$ cat config.mk
export PLATFORM = sky130hd
export DESIGN_NAME = mux2_rr_arbiter
export DESIGN_NICKNAME = d
export VERILOG_FILES = /design/src/rtl/mux2_arb_pkg.sv /design/src/rtl/mux2_hold_counter.sv /design/src/rtl/mux2_rr_arbiter.sv
export SDC_FILE = /design/constraint.sdc
export NUM_CORES = 1
export LEC_CHECK = 0
export ABC_AREA = 1
export BUFFER_PORTS_ARGS = -buffer_cell sky130_fd_sc_hd__buf_2
export CAP_MARGIN = 20
export CORE_MARGIN = 5
export CORE_UTILIZATION = 50
export CTS_CLUSTER_SIZE = 30
export DETAILED_ROUTE_END_ITERATION = 7
export GPL_TIMING_DRIVEN = 0
export PLACE_DENSITY_LB_ADDON = 0.1
export SETUP_SLACK_MARGIN = 0.15
export SLEW_MARGIN = 40
export SYNTH_ARGS = -nofsm -noshare
export SYNTH_HDL_FRONTEND = slang
export SYNTH_SLANG_ARGS = --single-unit
$ cat constraint.sdc
create_clock -name CLK -period 2.1 [get_ports CLK]
set_input_delay 0.105 -clock CLK [delete_from_list [all_inputs] [get_ports CLK]]
set_output_delay 0.105 -clock CLK [all_outputs]
set_load 0.03 [all_outputs]
$ cat src/rtl/mux2_arb_pkg.sv
// Shared types and select encodings for the two-requester MUX2 round-robin arbiter.
package mux2_arb_pkg;

    typedef enum logic [1:0] {
        IDLE  = 2'd0,
        OWN_A = 2'd1,
        OWN_B = 2'd2
    } state_t;

    typedef enum logic {
        SIDE_A = 1'b0,
        SIDE_B = 1'b1
    } side_t;

    localparam logic SEL_A = 1'b0;
    localparam logic SEL_B = 1'b1;

endpackage

$ cat src/rtl/mux2_hold_counter.sv
// Grant-tenure counter: synchronous clear, enabled saturating increment, limit flag.
module mux2_hold_counter #(
    parameter int CNT_W    = 4,
    parameter int MAX_HOLD = 8
) (
    input  logic             CLK,
    input  logic             clr_i,
    input  logic             en_i,
    output logic [CNT_W-1:0] cnt_o,
    output logic             at_limit_o
);

    localparam logic [CNT_W-1:0] LIMIT = CNT_W'(MAX_HOLD - 1);

    logic [CNT_W-1:0] cnt_q, cnt_d;

    assign at_limit_o = (cnt_q == LIMIT);
    assign cnt_o      = cnt_q;

    always_comb begin
        cnt_d = cnt_q;
        if (clr_i)
            cnt_d = '0;
        else if (en_i && !at_limit_o)
            cnt_d = cnt_q + 1'b1;
    end

    always_ff @(posedge CLK) begin
        cnt_q <= cnt_d;
    end

endmodule

$ cat src/rtl/mux2_rr_arbiter.sv
// Round-robin owner of a shared MUX2: registered one-hot grants, bubble-free
// handoff between A and B, tenure bounded by MAX_HOLD while the other side waits.
module mux2_rr_arbiter
    import mux2_arb_pkg::*;
#(
    parameter int MAX_HOLD = 8,
    parameter int CNT_W    = 4
) (
    input  logic CLK,
    input  logic RST,
    input  logic REQ_A,
    input  logic REQ_B,
    input  logic REL_A,
    input  logic REL_B,
    output logic GNT_A,
    output logic GNT_B,
    output logic S,
    output logic BUSY,
    output logic SWITCH
);

    state_t state_q, state_d;
    side_t  last_q, last_d;
    logic   gnt_a_q, gnt_b_q, s_q, s_d, busy_q, switch_q, switch_d;
    logic   cnt_clr, cnt_en, at_limit;
    logic   rel, pre, other_req;
    logic [CNT_W-1:0] cnt;

    mux2_hold_counter #(
        .CNT_W   (CNT_W),
        .MAX_HOLD(MAX_HOLD)
    ) u_hold (
        .CLK       (CLK),
        .clr_i     (cnt_clr),
        .en_i      (cnt_en),
        .cnt_o     (cnt),
        .at_limit_o(at_limit)
    );

    // Counter restarts on any ownership change; it only advances while tenure continues.
    assign cnt_clr = RST || (state_d != state_q) || (state_q == IDLE);
    assign cnt_en  = !cnt_clr;

    always_comb begin
        state_d   = state_q;
        last_d    = last_q;
        s_d       = s_q;
        switch_d  = 1'b0;
        rel       = 1'b0;
        pre       = 1'b0;
        other_req = 1'b0;
        unique case (state_q)
            IDLE: begin
                if (REQ_A && REQ_B)
                    state_d = (last_q == SIDE_B) ? OWN_A : OWN_B;
                else if (REQ_A)
                    state_d = OWN_A;
                else if (REQ_B)
                    state_d = OWN_B;
            end
            OWN_A: begin
                rel       = REL_A || !REQ_A;
                other_req = REQ_B;
                pre       = REQ_B && at_limit;
                if ((rel || pre) && other_req) begin
                    state_d  = OWN_B;
                    switch_d = 1'b1;
                end else if (rel) begin
                    state_d = IDLE;
                end
            end
            OWN_B: begin
                rel       = REL_B || !REQ_B;
                other_req = REQ_A;
                pre       = REQ_A && at_limit;
                if ((rel || pre) && other_req) begin
                    state_d  = OWN_A;
                    switch_d = 1'b1;
                end else if (rel) begin
                    state_d = IDLE;
                end
            end
            default: state_d = IDLE;
        endcase
        // S only moves when someone takes ownership, so IDLE keeps the mux steady.
        if (state_d == OWN_A) begin
            s_d    = SEL_A;
            last_d = SIDE_A;
        end else if (state_d == OWN_B) begin
            s_d    = SEL_B;
            last_d = SIDE_B;
        end
    end

    always_ff @(posedge CLK) begin
        if (RST) begin
            state_q  <= IDLE;
            last_q   <= SIDE_B;
            gnt_a_q  <= 1'b0;
            gnt_b_q  <= 1'b0;
            s_q      <= SEL_A;
            busy_q   <= 1'b0;
            switch_q <= 1'b0;
        end else begin
            state_q  <= state_d;
            last_q   <= last_d;
            gnt_a_q  <= (state_d == OWN_A);
            gnt_b_q  <= (state_d == OWN_B);
            s_q      <= s_d;
            busy_q   <= (state_d != IDLE);
            switch_q <= switch_d;
        end
    end

    assign GNT_A  = gnt_a_q;
    assign GNT_B  = gnt_b_q;
    assign S      = s_q;
    assign BUSY   = busy_q;
    assign SWITCH = switch_q;

endmodule

# Word-level counts from Yosys, hierarchy flattened
# Index checks and enable logic that the tools add are counted.
# W data, S select, Z words.
[op_classes]
reduce_logical = 20
eq_ne = 6
addsub = 1
muxes = 14
[op_table]
columns = ["op", "count"]
rows = [
  ["$mux W2", 8],
  ["$logic_and A1 B1 Y1", 6],
  ["$logic_or A1 B1 Y1", 6],
  ["$pmux W2 S3", 1],
  ["$add A4 B1 Y4 const B", 1],
  ["$eq A2 B1 Y1 const B", 2],
  ["$eq A2 B2 Y1 const B", 2],
  ["$eq A4 B3 Y1 const B", 1],
  ["$logic_not A1 Y1", 4],
  ["$mux W1", 4],
  ["$reduce_bool A2 Y1", 2],
  ["$logic_not A2 Y1", 1],
  ["$ne A2 B2 Y1", 1],
  ["$pmux W1 S2", 1],
  ["$reduce_or A2 Y1", 1],
]
[totals]
register_bits = 12
wordCells = 49
out_inout_bits = 5

# Logic depth before layout (Yosys ltp)
[depth]
word_depth = 11
depth_mapped = 11

# Cells and area by module
# A second synthesis with hierarchy kept.
[hier_totals]
hier_cells = 113
area_unflattened_um2 = 767.0
[by_module_without_submodules]
columns = ["module", "n_inst", "cells_per_inst", "seq_area_each_um2", "area_each_um2"]
rows = [
  ["mux2_rr_arbiter", 1, 82, 160.2, 558.0],
  ["mux2_hold_counter", 1, 31, 80.1, 209.0],
]

# Worst setup path before layout
# No wires, ideal clock.
[synth_timing]
path_kind = "reg2reg"
startpoint = "register state_q[1]"
endpoint = "register last_q"
setup_time_ns = 0.123
path_stages_with_launch = 12
slack_ns = 0.410
arrival_ns = 1.567
period_less_slack_ns = 1.690
required_time_ns = 1.977
cell_sequence = "dfxtp_1 -> inv_1 -> ha_1 -> nand3_1 -> nor2_1 -> a21oi_2 -> nand3_2 -> nand2_4 -> ha_1 -> inv_1 -> a21oi_1 -> o21ai_0"
[synth_via]
elab_chain_len = 6
elab_cells_between_ends = 15
classes_between = "eq/ne (4); mux (9); reduce/logical (2)"
[synth_lines]
columns = ["element", "line_no", "text"]
rows = [
  ["start: declaration", "mux2_rr_arbiter.sv:22", "state_t state_q, state_d;"],
  ["start signal: assignment", "mux2_rr_arbiter.sv:105", "state_q <= state_d;"],
  ["$mux W2", "mux2_rr_arbiter.sv:58", "else if (REQ_B)"],
  ["$mux W2", "mux2_rr_arbiter.sv:56", "else if (REQ_A)"],
  ["$mux W2", "mux2_rr_arbiter.sv:54", "if (REQ_A && REQ_B)"],
  ["$pmux W2 S3 *", "mux2_rr_arbiter.sv:52", "unique case (state_q)"],
  ["$eq A2 B1 Y1 or $eq A2 B2 Y1 (tied branches)", "mux2_rr_arbiter.sv:86, mux2_rr_arbiter.sv:89", ""],
  ["$mux W1 or $reduce_bool A2 Y1 (tied branches)", "--", ""],
  ["end signal: assignment", "mux2_rr_arbiter.sv:106", "last_q <= last_d;"],
  ["end: declaration", "mux2_rr_arbiter.sv:23", "side_t last_q, last_d;"],
]
# Every way passes the cells marked *; elsewhere a longest branch is shown, timed or not.
# A chain may end at the register's enable or synchronous reset.

# Final worst setup path
[layout_timing]
startpoint = "register u_hold.cnt_q[0] (netlist: u_hold.cnt_o[0])"
endpoint = "register last_q"
[layout_via]
elab_chain_len = 8
elab_cells_between_ends = 14
classes_between = "eq/ne (3); mux (4); reduce/logical (7)"
[layout_lines]
columns = ["element", "line_no", "text"]
rows = [
  ["start: declaration", "mux2_hold_counter.sv:15", "logic [CNT_W-1:0] cnt_q, cnt_d;"],
  ["start signal: assignment", "mux2_hold_counter.sv:29", "cnt_q <= cnt_d;"],
  ["$eq A4 B3 Y1 *", "mux2_hold_counter.sv:17", "assign at_limit_o = (cnt_q == LIMIT);"],
  ["$logic_and A1 B1 Y1, on equally long branches", "mux2_rr_arbiter.sv:75, mux2_rr_arbiter.sv:64", ""],
  ["$logic_or A1 B1 Y1, on equally long branches", "mux2_rr_arbiter.sv:76, mux2_rr_arbiter.sv:65", ""],
  ["$logic_and A1 B1 Y1, on equally long branches", "mux2_rr_arbiter.sv:76, mux2_rr_arbiter.sv:65", ""],
  ["$mux W2, on equally long branches", "mux2_rr_arbiter.sv:76, mux2_rr_arbiter.sv:65", ""],
  ["$pmux W2 S3 *", "mux2_rr_arbiter.sv:52", ""],
  ["$eq A2 B1 Y1 or $eq A2 B2 Y1 (tied branches)", "mux2_rr_arbiter.sv:86, mux2_rr_arbiter.sv:89", ""],
  ["$mux W1 or $reduce_bool A2 Y1 (tied branches)", "--", ""],
]
# Marked as above.

==> summary.md <==
| Metric | Value |
|---|---|
| Slew @ Worst Pin | `0.368 ns` |
| Largest net degree at the start of global routing | `10` |
| Vert. Die Dim | `49.5 um` |
| # fillers | `151` |
| Net count after synthesis | `107` |
| Leading area contributor after synthesis | `dfxtp_1` |
| GR peak layer | `met2` |
| Detail Placement HPWL | `1.06 mm` |
| Post-route ant nets | `0` |
| Clk sinks | `12` |
| Vias/cell | `4.85` |
| GR Util met1 | `13.9%` |
| Global route overflow | `0` |
| Area grow syn2layout | `15.6%` |
| CP cell instances | `ha_1 -> nand3_4 -> nand2_2 -> nand3_2 -> nand3_2 -> nand2_4 -> ha_1 -> inv_1 -> a21oi_1 -> o21ai_0` |
| Starting density of the core | `52.4%` |
| Power per cell area | `871 mW/mm^2` |
| Max Slew Vio Count | `0` |
| Routed via count | `602` |
| VDD IR-drop max | `0.795 mV` |
| WP buf/inv | `1` |
| Crit start category | `register` |
| Final Skew | `0.00503 ns` |
| Setup TNS | `0 ns` |
| Clk buf depth | `2` |
| Pre-CTS WS | `0.194 ns` |
| Final WL | `1.33 mm` |
| Status | `finished clean` |
| Crit-path leading delay family | `adder cells` |
| Met3 Use GR | `5.42%` |
| Global-route wire length before repair | `2.24 mm` |
| CTS clock-pin slew for the worst setup and hold paths | `0.07 ns` |
| Setup slack, reg-to-reg | `0.33 ns` |
| Mapped Cells | `93` |
| Max_cap viols | `0` |
| GPL Wtd Cong | `0.735` |
| DRC Markers | `0` |
| Worst Hold Class | `primary input to register` |
| Core footprint | `0.00149 mm^2` |
| WL/cell | `10.8 um` |
| Yosys top cell area share | `30.8%` |
| CTS Buf Count | `3` |
| Final core occ | `60.5%` |
| Die span in x | `49.5 um` |
| Slowest cell on the critical path | `dfxtp_1` |
| CTS Root Cell | `clkbuf_4` |
| Syn. warnings | `0` |
| Tmin final | `1.77 ns` |
| Vias in the first global route | `556` |
| Row count | `14` |
| # nets final | `123` |
| WS Path Type | `register to register` |
| Pre-antenna DRT Iters | `2` |
| IO Port Bufs | `9` |
| Critical Path Fanout Max | `5` |
| Number of diodes | `0` |
| Slew HR | `75.5%` |
| Initial antenna violation count | `0` |
| Final Worst Setup Slack | `0.329 ns` |
| Die Footprint | `0.00245 mm^2` |
| Final hold slack | `0.182 ns` |
| First DRT Iteration DRCs | `9` |
| WP data required | `2.26 ns` |
| Layout cells sized above 1 | `41.7%` |
| Kind of end point of the critical path | `register` |
| CTS tree | `yes` |
| Mean Syn Cell Area | `8.38 um^2` |
| Unique cell type count in the Yosys netlist | `22` |
| Yosys reg bits | `12` |
| Clk_lat worst skew | `0.27 ns` |
| GRT Util Overall | `11.6%` |
| IO Count | `11` |
| FMAX | `0.565 GHz` |
| Synthesized cell area | `779 um^2` |
| Synth top area cells | `dfxtp_1, ha_1, nand3_2, nand2_1, nor3_2` |
| Largest stage delay, worst path | `0.37 ns` |
| CP arrival | `1.93 ns` |
| Met2 GRT Util | `18.9%` |
| Sequential-to-total area share from yosys stat | `30.8%` |
| Fin. Hold Viols | `0` |
| CTS HTree Levels | `1` |
| Hold-fix buffers, CTS | `0` |
| P_leak | `0.426 nW` |
| Final setup violation count | `0` |
| Final period utilization | `84.3%` |
| RSZ-0062 raised after global routing | `no` |
-- metal layers --
metal  part of all wire (%)  routed length, um  vias up
met2                     47                621        9
li1                       -                  -      327
met4                      0                  0        0
met1                     48                645      266
met3                    5.0                 66        0
met5                      0                  0        -
-- layout make-up --
| type | instances | area [um^2] | share of cell area, % |
|---|---|---|---|
| inverter | 13 | 48.8 | 5.42 |
| timing repair buffer | 11 | 60.1 | 6.67 |
| clock buffer | 4 | 36.3 | 4.03 |
| multi-input combinational | 67 | 489 | 54.3 |
| sequential | 12 | 243 | 26.9 |
| tap | 16 | 20.0 | 2.22 |
| buffer | 1 | 3.75 | 0.417 |
-- final timing paths --
path,startpoint,cells past startpoint,to
worst min register to register,S$_SDFFE_PP0P_,2,S$_SDFFE_PP0P_
worst max register to register,u_hold.cnt_o[0]$_SDFFE_PP0P_,10,last_q$_SDFFE_PP1P_
worst max-delay path,u_hold.cnt_o[0]$_SDFFE_PP0P_,10,last_q$_SDFFE_PP1P_
worst min-delay path,RST,2,SWITCH$_SDFF_PP0_
-- flip-flops by register name, indices dropped and copies added, names as in the netlist --
name / flops
state_q: 2
GNT_A: 1
GNT_B: 1
SWITCH: 1
BUSY: 1
S: 1
last_q: 1
u_hold.cnt_o: 4
-- logic make-up (layout without fill, tap and decap cells) --
kind of cell	Yosys count	after routing	share of synthesized area (%)
AO/OA/AOI/OAI	6	6	4.66
AND/OR/NAND/NOR	51	51	42.5
adder cells (fa/ha/maj)	8	8	12.8
XOR/XNOR	1	1	1.12
flip-flops	12	12	30.8
multiplexers	1	1	1.28
buffers and inverters	14	29	6.74
-- power by group --
group          total (mW)  leakage [nW]  switching [mW]  internal, mW
clock               0.179        0.0210          0.0734         0.105
sequential          0.291        0.0988          0.0258         0.265
combinational       0.316         0.306           0.204         0.112
-- per-stage QoR --
stage               total power, mW  cells  area [um^2]
detailed placement            0.600    118          845
finish                        0.785    124          901
global placement              0.595    118          845
CTS                           0.784    122          881
floorplan                     0.535     93          779
global route                  0.845    124          901
-- synth_stat cells --
library cell / count
a21oi_1: 2
inv_2: 3
nor2_2: 2
inv_1: 10
nor3_1: 1
nand3_2: 5
nand2_2: 5
nor3_2: 4
xnor2_1: 1
a211oi_1: 1
nor2_4: 1
nand2_1: 12
dfxtp_1: 12
o21ai_0: 2
a21oi_2: 1
nand3_4: 2
ha_1: 8
nand3_1: 6
nand2_4: 3
clkbuf_1: 1
mux2i_1: 1
nor2_1: 10
-- repair_timing --
| item | CTS | global route |
|---|---|---|
| gates resized for setup | 0 | 4 |
| setup endpoints to repair | 0 | 3 |
| buffers inserted | 0 | 2 |
-- cells in the final DEF, fill, tap and decap left out, types with 2 or more instances in the layout --
cell type,count
dfxtp_1,10
clkbuf_4,3
a21oi_1,2
nor3_2,4
buf_2,9
buf_4,2
nor2_2,2
nand2_4,3
nand3_4,2
nand3_2,5
ha_1,7
nand2_1,12
inv_1,9
nand2_2,5
o21ai_0,2
dfxtp_2,2
nand3_1,6
nor2_1,10
inv_2,4
Power figures use the tool's default switching activity.
